`config.mk`:
```
export PLATFORM = sky130hd
export DESIGN_NAME = hc595_chain_ctrl
export DESIGN_NICKNAME = d
export VERILOG_FILES = /design/src/rtl/hc595_pkg.sv /design/src/rtl/hc595_oe_pwm.sv /design/src/rtl/hc595_chain_ctrl.sv
export SDC_FILE = /design/constraint.sdc
export NUM_CORES = 1
export LEC_CHECK = 0
export CORE_MARGIN = 4
export CORE_UTILIZATION = 41
export DETAILED_ROUTE_END_ITERATION = 10
export HOLD_SLACK_MARGIN = 0.1
export PLACE_DENSITY = 0.71
export SLEW_MARGIN = 0
export SYNTH_ARGS = -nofsm -noshare
export SYNTH_HDL_FRONTEND = slang
export SYNTH_SLANG_ARGS = --single-unit
```
`constraint.sdc`:
```
create_clock -name sys_clk -period 2.55 [get_ports sys_clk]
set_input_delay 0.255 -clock sys_clk [delete_from_list [all_inputs] [get_ports sys_clk]]
set_output_delay 0.255 -clock sys_clk [all_outputs]
set_load 0.1 [all_outputs]
```
`src/rtl/hc595_pkg.sv`:
```
// hc595_pkg
//   Shared definitions for the 74HC595 chain controller:
//   controller state encoding and the output-enable PWM duty width.
package hc595_pkg;

    localparam int DUTY_W = 8;

    typedef enum logic [1:0] {
        IDLE     = 2'd0,
        SHIFT_LO = 2'd1,
        SHIFT_HI = 2'd2,
        LATCH    = 2'd3
    } state_t;

endpackage

```
`src/rtl/hc595_oe_pwm.sv`:
```
// hc595_oe_pwm
//   Registered active-low output-enable generator for a 595 chain.
//   Ports:
//     sys_clk, sys_rst : clock, synchronous active-high reset
//     pwm_cnt          : free-running phase counter from the controller
//     duty             : on-time in 1/256 steps (0 = off)
//     blank            : 1 forces the outputs disabled
//     frame_valid      : 1 once the chain holds a completely latched frame
//     oe_n             : registered output enable, low = outputs driven
module hc595_oe_pwm
    import hc595_pkg::*;
(
    input  logic              sys_clk,
    input  logic              sys_rst,
    input  logic [DUTY_W-1:0] pwm_cnt,
    input  logic [DUTY_W-1:0] duty,
    input  logic              blank,
    input  logic              frame_valid,
    output logic              oe_n
);

    always_ff @(posedge sys_clk) begin
        if (sys_rst) begin
            oe_n <= 1'b1;
        end else begin
            oe_n <= ~(frame_valid & ~blank & (pwm_cnt < duty));
        end
    end

endmodule

```
`src/rtl/hc595_chain_ctrl.sv`:
```
// hc595_chain_ctrl
//   Serialises an N_BITS frame into a daisy-chain of 74HC595 shift
//   registers, pulses the storage clock, and drives a PWM output enable.
//   Parameters:
//     N_BITS    : bits per frame (2..64)
//     CLK_DIV   : sys_clk cycles per shcp half-period (1..255)
//     LSB_FIRST : 1 shifts data_in[0] first, 0 shifts data_in[N_BITS-1] first
//   Ports:
//     sys_clk, sys_rst : clock, synchronous active-high reset
//     data_in, load    : frame and request; accepted when load & ready
//     blank, duty      : output-enable control
//     ready, done      : idle flag, one-cycle frame-complete pulse
//     ds, shcp, stcp   : serial data, shift clock, storage clock
//     oe_n             : active-low output enable
module hc595_chain_ctrl
    import hc595_pkg::*;
#(
    parameter int N_BITS    = 14,
    parameter int CLK_DIV   = 1,
    parameter bit LSB_FIRST = 1'b1
) (
    input  logic              sys_clk,
    input  logic              sys_rst,
    input  logic [N_BITS-1:0] data_in,
    input  logic              load,
    input  logic              blank,
    input  logic [DUTY_W-1:0] duty,
    output logic              ready,
    output logic              done,
    output logic              ds,
    output logic              shcp,
    output logic              stcp,
    output logic              oe_n
);

    localparam int                CNT_W    = $clog2(N_BITS);
    localparam logic [CNT_W-1:0]  LAST_BIT = CNT_W'(N_BITS - 1);
    localparam logic [7:0]        DIV_LAST = 8'(CLK_DIV - 1);

    state_t              state;
    state_t              state_nx;
    logic [7:0]          div_cnt;
    logic [CNT_W-1:0]    bit_cnt;
    logic [CNT_W-1:0]    bit_cnt_nx;
    logic [N_BITS-1:0]   sreg;
    logic [N_BITS-1:0]   sreg_nx;
    logic                ds_nx;
    logic                half_done;
    logic                frame_valid;
    logic [DUTY_W-1:0]   pwm_cnt;

    assign half_done = (div_cnt == DIV_LAST);
    assign ds_nx     = LSB_FIRST ? sreg_nx[0] : sreg_nx[N_BITS-1];

    always_comb begin
        state_nx   = state;
        sreg_nx    = sreg;
        bit_cnt_nx = bit_cnt;
        case (state)
            IDLE: begin
                if (load) begin
                    state_nx   = SHIFT_LO;
                    sreg_nx    = data_in;
                    bit_cnt_nx = '0;
                end
            end
            SHIFT_LO: begin
                if (half_done) state_nx = SHIFT_HI;
            end
            SHIFT_HI: begin
                if (half_done) begin
                    if (bit_cnt == LAST_BIT) begin
                        state_nx = LATCH;
                    end else begin
                        state_nx   = SHIFT_LO;
                        bit_cnt_nx = bit_cnt + CNT_W'(1);
                        sreg_nx    = LSB_FIRST ? (sreg >> 1) : (sreg << 1);
                    end
                end
            end
            LATCH: begin
                if (half_done) state_nx = IDLE;
            end
            default: state_nx = IDLE;
        endcase
    end

    // Pin outputs are registered from the next state so they line up with
    // the state register; ds only moves on the same edge shcp falls.
    always_ff @(posedge sys_clk) begin
        if (sys_rst) begin
            state       <= IDLE;
            sreg        <= '0;
            bit_cnt     <= '0;
            div_cnt     <= '0;
            ds          <= 1'b0;
            shcp        <= 1'b0;
            stcp        <= 1'b0;
            ready       <= 1'b1;
            done        <= 1'b0;
            frame_valid <= 1'b0;
            pwm_cnt     <= '0;
        end else begin
            state   <= state_nx;
            sreg    <= sreg_nx;
            bit_cnt <= bit_cnt_nx;
            div_cnt <= (state_nx != state || state == IDLE) ? 8'd0 : div_cnt + 8'd1;
            ds      <= (state_nx == SHIFT_LO || state_nx == SHIFT_HI) ? ds_nx : 1'b0;
            shcp    <= (state_nx == SHIFT_HI);
            stcp    <= (state_nx == LATCH);
            ready   <= (state_nx == IDLE);
            done    <= (state == LATCH) && (state_nx == IDLE);
            if (state == LATCH && state_nx == IDLE) frame_valid <= 1'b1;
            pwm_cnt <= pwm_cnt + DUTY_W'(1);
        end
    end

    hc595_oe_pwm u_oe_pwm (
        .sys_clk     (sys_clk),
        .sys_rst     (sys_rst),
        .pwm_cnt     (pwm_cnt),
        .duty        (duty),
        .blank       (blank),
        .frame_valid (frame_valid),
        .oe_n        (oe_n)
    );

endmodule
```
* Word level (Yosys, flattened, before mapping) *
Index checks and enable logic that the tools add are counted.

storage, ports and cells
  flip-flop bits (word level) = 43
  input port bits = 26
  output and inout port bits = 6
  logic and storage cells = 57

operators by class
  $add $sub $neg = 3
  order comparisons = 1
  equality and inequality tests = 11
  multiplexer cells = 14
  bitwise gates (word level) = 5
  reductions and logical operators = 10

operators by type and width
  kind                                           number
  2-to-1 mux 14 bit                              3
  case mux 14 bit (2 select lines)               1
  adder 8 x 1 -> 8 bit, second input constant    2
  2-to-1 mux 4 bit                               3
  2-to-1 mux 2 bit                               5
  == test 2 bit, second input constant           4
  zero test 8 bit                                1
  < comparator 8 bit                             1
  case mux 2 bit (4 select lines)                1
  case mux 4 bit (2 select lines)                1
  inequality test 2 bit, second input constant   3
  adder 4 x 1 -> 4 bit, second input constant    1
  == test 2 x 1 -> 1 bit, second input constant  2
  == test 4 bit, second input constant           1
  zero test 2 bit                                2
  AND reduction 4 bit                            1
  OR reduction 2 bit                             2
  inverter 1 bit                                 3
  AND 1 bit                                      2
  logical OR 1 bit                               2
  inequality test 2 bit                          1
  nonzero test 2 bit                             1
  logical AND 1 bit                              1

* Depth between registers and ports, before layout *
  depth in word-level cells = 8
  gate-level depth with buffers = 9
  mapped depth without buffers = 9

* By module *
A second synthesis with hierarchy kept.

unflattened totals
  cells, all modules = 221
  area total of the unflattened synthesis = 2,064.5 sq um

by module, submodules not included
  module            times used  cells an instance  area an instance (sq um)  sequential area each (sq um)
  hc595_chain_ctrl  1           197                1,861.8                   840.8
  hc595_oe_pwm      1           24                 202.7                     20.0

* Least setup slack after synthesis *
No wires, ideal clock.

  path kind = register to register
  from = register div_cnt[0]
  to = register frame_valid
  setup time = 0.117 ns
  arrival = 1.948 ns
  required time = 2.433 ns
  setup slack = 0.485 ns
  cell stages (with the launch flop) = 10
  buffers on the path = 0
  clock period less this slack = 2.065 ns
  cells stage by stage = dfxtp_1 inv_1 ha_1 or3b_2 o21ai_1 a21oi_1 or2_1 ha_1 and4b_1 nand2b_1

between the ends
  word-level cells in the longest chain between the ends = 5
  elaborated cells on any way between the ends = 7
  classes of those cells = mux (4); reduce/logical (3)

RTL lines
  what                                 line                                                                    RTL
  start, declared                      hc595_chain_ctrl.sv:42                                                  logic [7:0] div_cnt;
  start signal, assigned               hc595_chain_ctrl.sv:107                                                 div_cnt <= (state_nx != state || state == IDLE) ? 8'd0 : div_cnt + 8'd1;
  zero test 8 bit (*)                  hc595_chain_ctrl.sv:52                                                  assign half_done = (div_cnt == DIV_LAST);
  2-to-1 mux 2 bit (on tied branches)  hc595_chain_ctrl.sv:82, hc595_chain_ctrl.sv:68, hc595_chain_ctrl.sv:71
  case mux 2 bit (4 select lines) (*)  hc595_chain_ctrl.sv:59                                                  case (state)
  zero test 2 bit (*)                  hc595_chain_ctrl.sv:113                                                 if (state == LATCH && state_nx == IDLE) frame_valid <= 1'b1;
  logical AND 1 bit (*)                hc595_chain_ctrl.sv:113
  end signal, assigned                 hc595_chain_ctrl.sv:101                                                 frame_valid <= 1'b0;
  end signal, assigned                 hc595_chain_ctrl.sv:113
  end, declared                        hc595_chain_ctrl.sv:49                                                  logic frame_valid;

Every way passes the cells marked *; elsewhere a longest branch is shown, timed or not.
A chain may end at the register's enable or synchronous reset.

* Worst setup path after layout *
Ends and elaborated chain as after synthesis.

==> results.toml <==
[outcome]
outcome = "finished clean"

[setup_path]
cp-end-kind = "register"
critical_path_class = "reg2reg"
critPathRequiredTime_ns = 2.74
crit_fanout = 6
crit_arrival_ns = 2.38
critPathLaunchType = "register"

[die]
die_h_um = 79.5
start_util_pct = 43.2
core_um2 = 4850
fp.dieW_um = 79.5
rows = 25
io_pins = 32
dieArea_um2 = 6320

[power]
leakage_nw = 1.02
vdd_drop_max_uv = 314
power-per-cell-area_nw_per_um2 = 558

[logic_synthesis]
synthCells = 223
avgSynthCellArea_um2 = 9.40
yosys.area.top_type_share_pct = 41.1
syn_area_um2 = 2100
yosysSeqAreaShare_pct = 41.1
synthArstFlopShare_pct = 0
synth-edff-count = 0
synth_top_area_cell = "dfxtp_1"
ys_top_cells_by_area = "dfxtp_1 (41%), ha_1 (9.0%), a22oi_2 (4.8%)"
synth_seq_cells = 43
ys.flop_type = "dfxtp_1"
synth_cell_type_count = 51
syn-num-nets = 264
ys_warn_count = 0

[layout]
drive_gt1_share_pct = 15.2
fillers = 454
antennaDiodeCount = 0
final_nets = 296
area_growth_pct = 20.9

[detailed_routing]
viasPerCell = 4.95
drt-initial-drc-count = 82
drc = 0
first_pass_iters = 4
vias = 1599
wl_per_cell_um = 11.4
routed_wl_mm = 3.70
antenna_left = 0

[job]
cap_violations = 0

[clock_network]
cts_hold_buf = 0
cts_tree = "built"
h-tree-depth = 2
cts_buffers = 5
cts_resized = 0
clkSinkCount = 43
clkLatencyLatePin_ns = 0.29
cts-root-buf = "clkbuf_8"
post_cts_buffers = 0
path_clk_slew_ns = 0.08
cts_buffer_depth = 2

[sta]
setup_tns_ns = 0
fin_ws_ns = 0.363
hold_violations = 0
worst_slew_pin_slew_ns = 0.413
drv_slew = 0
layout_min_cycle_time_ns = 2.19
slew_headroom_pct = 71.8
fmax_mhz = 457
period_share_pct = 85.8
setup_viol = 0
clock_skew_ns = 0.00382
rsz0062_at_grt = "false"

[global_routing]
antenna_found_initial = 0
grt.total_usage_pct = 12.7
grt_pass1_vias = 1526
grt_pass1_wl_mm = 6.53
grt_max_degree = 35
grt_remaining_overflow = 0

[place]
dp_hpwl_mm = 2.80
pre_cts_ws_ns = 0.378
gp_congestion = 0.774
port_buffers = 31

[min_path]
hold_path.class = "reg2reg"
[state kept, by name, summed over array words and instances, names as in the netlist]
| signal | cells |
|---|---|
| done | 1 |
| state | 2 |
| ds | 1 |
| shcp | 1 |
| sreg | 14 |
| bit_cnt | 4 |
| stcp | 1 |
| ready | 1 |
| frame_valid | 1 |
| div_cnt | 8 |
| u_oe_pwm.oe_n | 1 |
| pwm_cnt | 8 |
[layout make-up]
type	instances	area, µm²	area share (%)
clock buffer	6	72.6	2.86
sequential	43	861	34.0
timing repair buffer	36	333	13.1
clock inverter	2	12.5	0.494
multi-input combinational	155	1120	44.1
tap	67	83.8	3.31
inverter	14	52.6	2.07
[where the power goes]
part | switching, mW | total, mW | internal (mW) | leakage, nW
Sequential | 0.0278 | 0.734 | 0.706 | 0.350
Combinational | 0.147 | 0.264 | 0.117 | 0.629
Clock | 0.224 | 0.416 | 0.191 | 0.0412
Total | 0.399 | 1.41 | 1.01 | 1.02
[synth_stat cells (3+ instances only)]
cell type	instances
a21oi_1	14
nand2_1	16
buf_2	6
a211oi_1	3
dfxtp_1	43
nand3_1	12
nor2_1	23
ha_1	15
and3_1	5
nand2b_1	3
a22oi_1	4
nor2b_1	3
inv_1	14
a22oi_2	8
clkbuf_1	3
a21o_1	3
xnor2_1	3
xor2_1	9
[final timing paths]
kind	endpoint	startpoint	cells past startpoint	slack [ns]
min reg2reg	pwm_cnt[0]$_SDFF_PP0_	pwm_cnt[0]$_SDFF_PP0_	1	0.45
max	frame_valid$_SDFFE_PP0P_	div_cnt[0]$_SDFF_PP0_	9	0.36
max reg2reg	frame_valid$_SDFFE_PP0P_	div_cnt[0]$_SDFF_PP0_	9	0.36
min	pwm_cnt[0]$_SDFF_PP0_	pwm_cnt[0]$_SDFF_PP0_	1	0.45
[critical path, stage by stage (launching register included)]
cell and delay (ns):
dfxtp_1 0.36, inv_1 0.07, ha_1 0.14, or3b_2 0.49, o21ai_1 0.14, a21oi_1 0.10
or2_1 0.27, ha_1 0.21, and4b_1 0.17, nand2b_1 0.13
[layer usage]
metal | GRT usage, % | up-vias | part of all wire (%)
li1 | - | 840 | -
met1 | 16.0 | 725 | 47
met2 | 20.8 | 29 | 46
met3 | 3.16 | 5 | 5.4
met4 | 5.15 | 0 | 1.8
met5 | 0 | - | 0
[cells in the final DEF (no fill, tap or decap), types with 2 or more instances in the layout]
cell	count
clkbuf_8	5
and3_1	5
nand2_1	16
a22oi_1	4
or3_1	2
dfxtp_1	43
o21ai_1	2
nor2_1	23
a211oi_1	3
nor3b_2	2
inv_1	14
nor2b_1	3
buf_4	11
xnor2_1	3
ha_1	15
a21o_1	3
a21oi_1	14
a22oi_2	8
xor2_1	9
clkdlybuf4s50_1	25
nand2b_1	3
nand3_1	12
[through the flow]
stage                     cells  power [mW]  area (µm²)  util [%]  hold slack, ns
final                       323        1.41        2530      52.3           0.454
after global placement      315        1.01        2450      50.5           0.440
after global routing        323        1.50        2530      52.3           0.484
after CTS                   323        1.44        2530      52.3           0.460
after detailed placement    315        1.02        2450      50.5           0.444
after floorplan             223       0.934        2100         -           0.375
[logic make-up (layout without fill, tap and decap cells)]
family	count (synthesis)	after routing	share of synthesized area, %
DFF	43	43	41.1
and+or+nand+nor	84	84	23.0
adders and majority gates	15	15	8.96
AOI/OAI and AO/OA	44	44	16.4
xor gates and xnor gates	12	12	5.02
buffers and inverters	25	58	5.55
No activity file was read; power rests on OpenSTA's default activity.
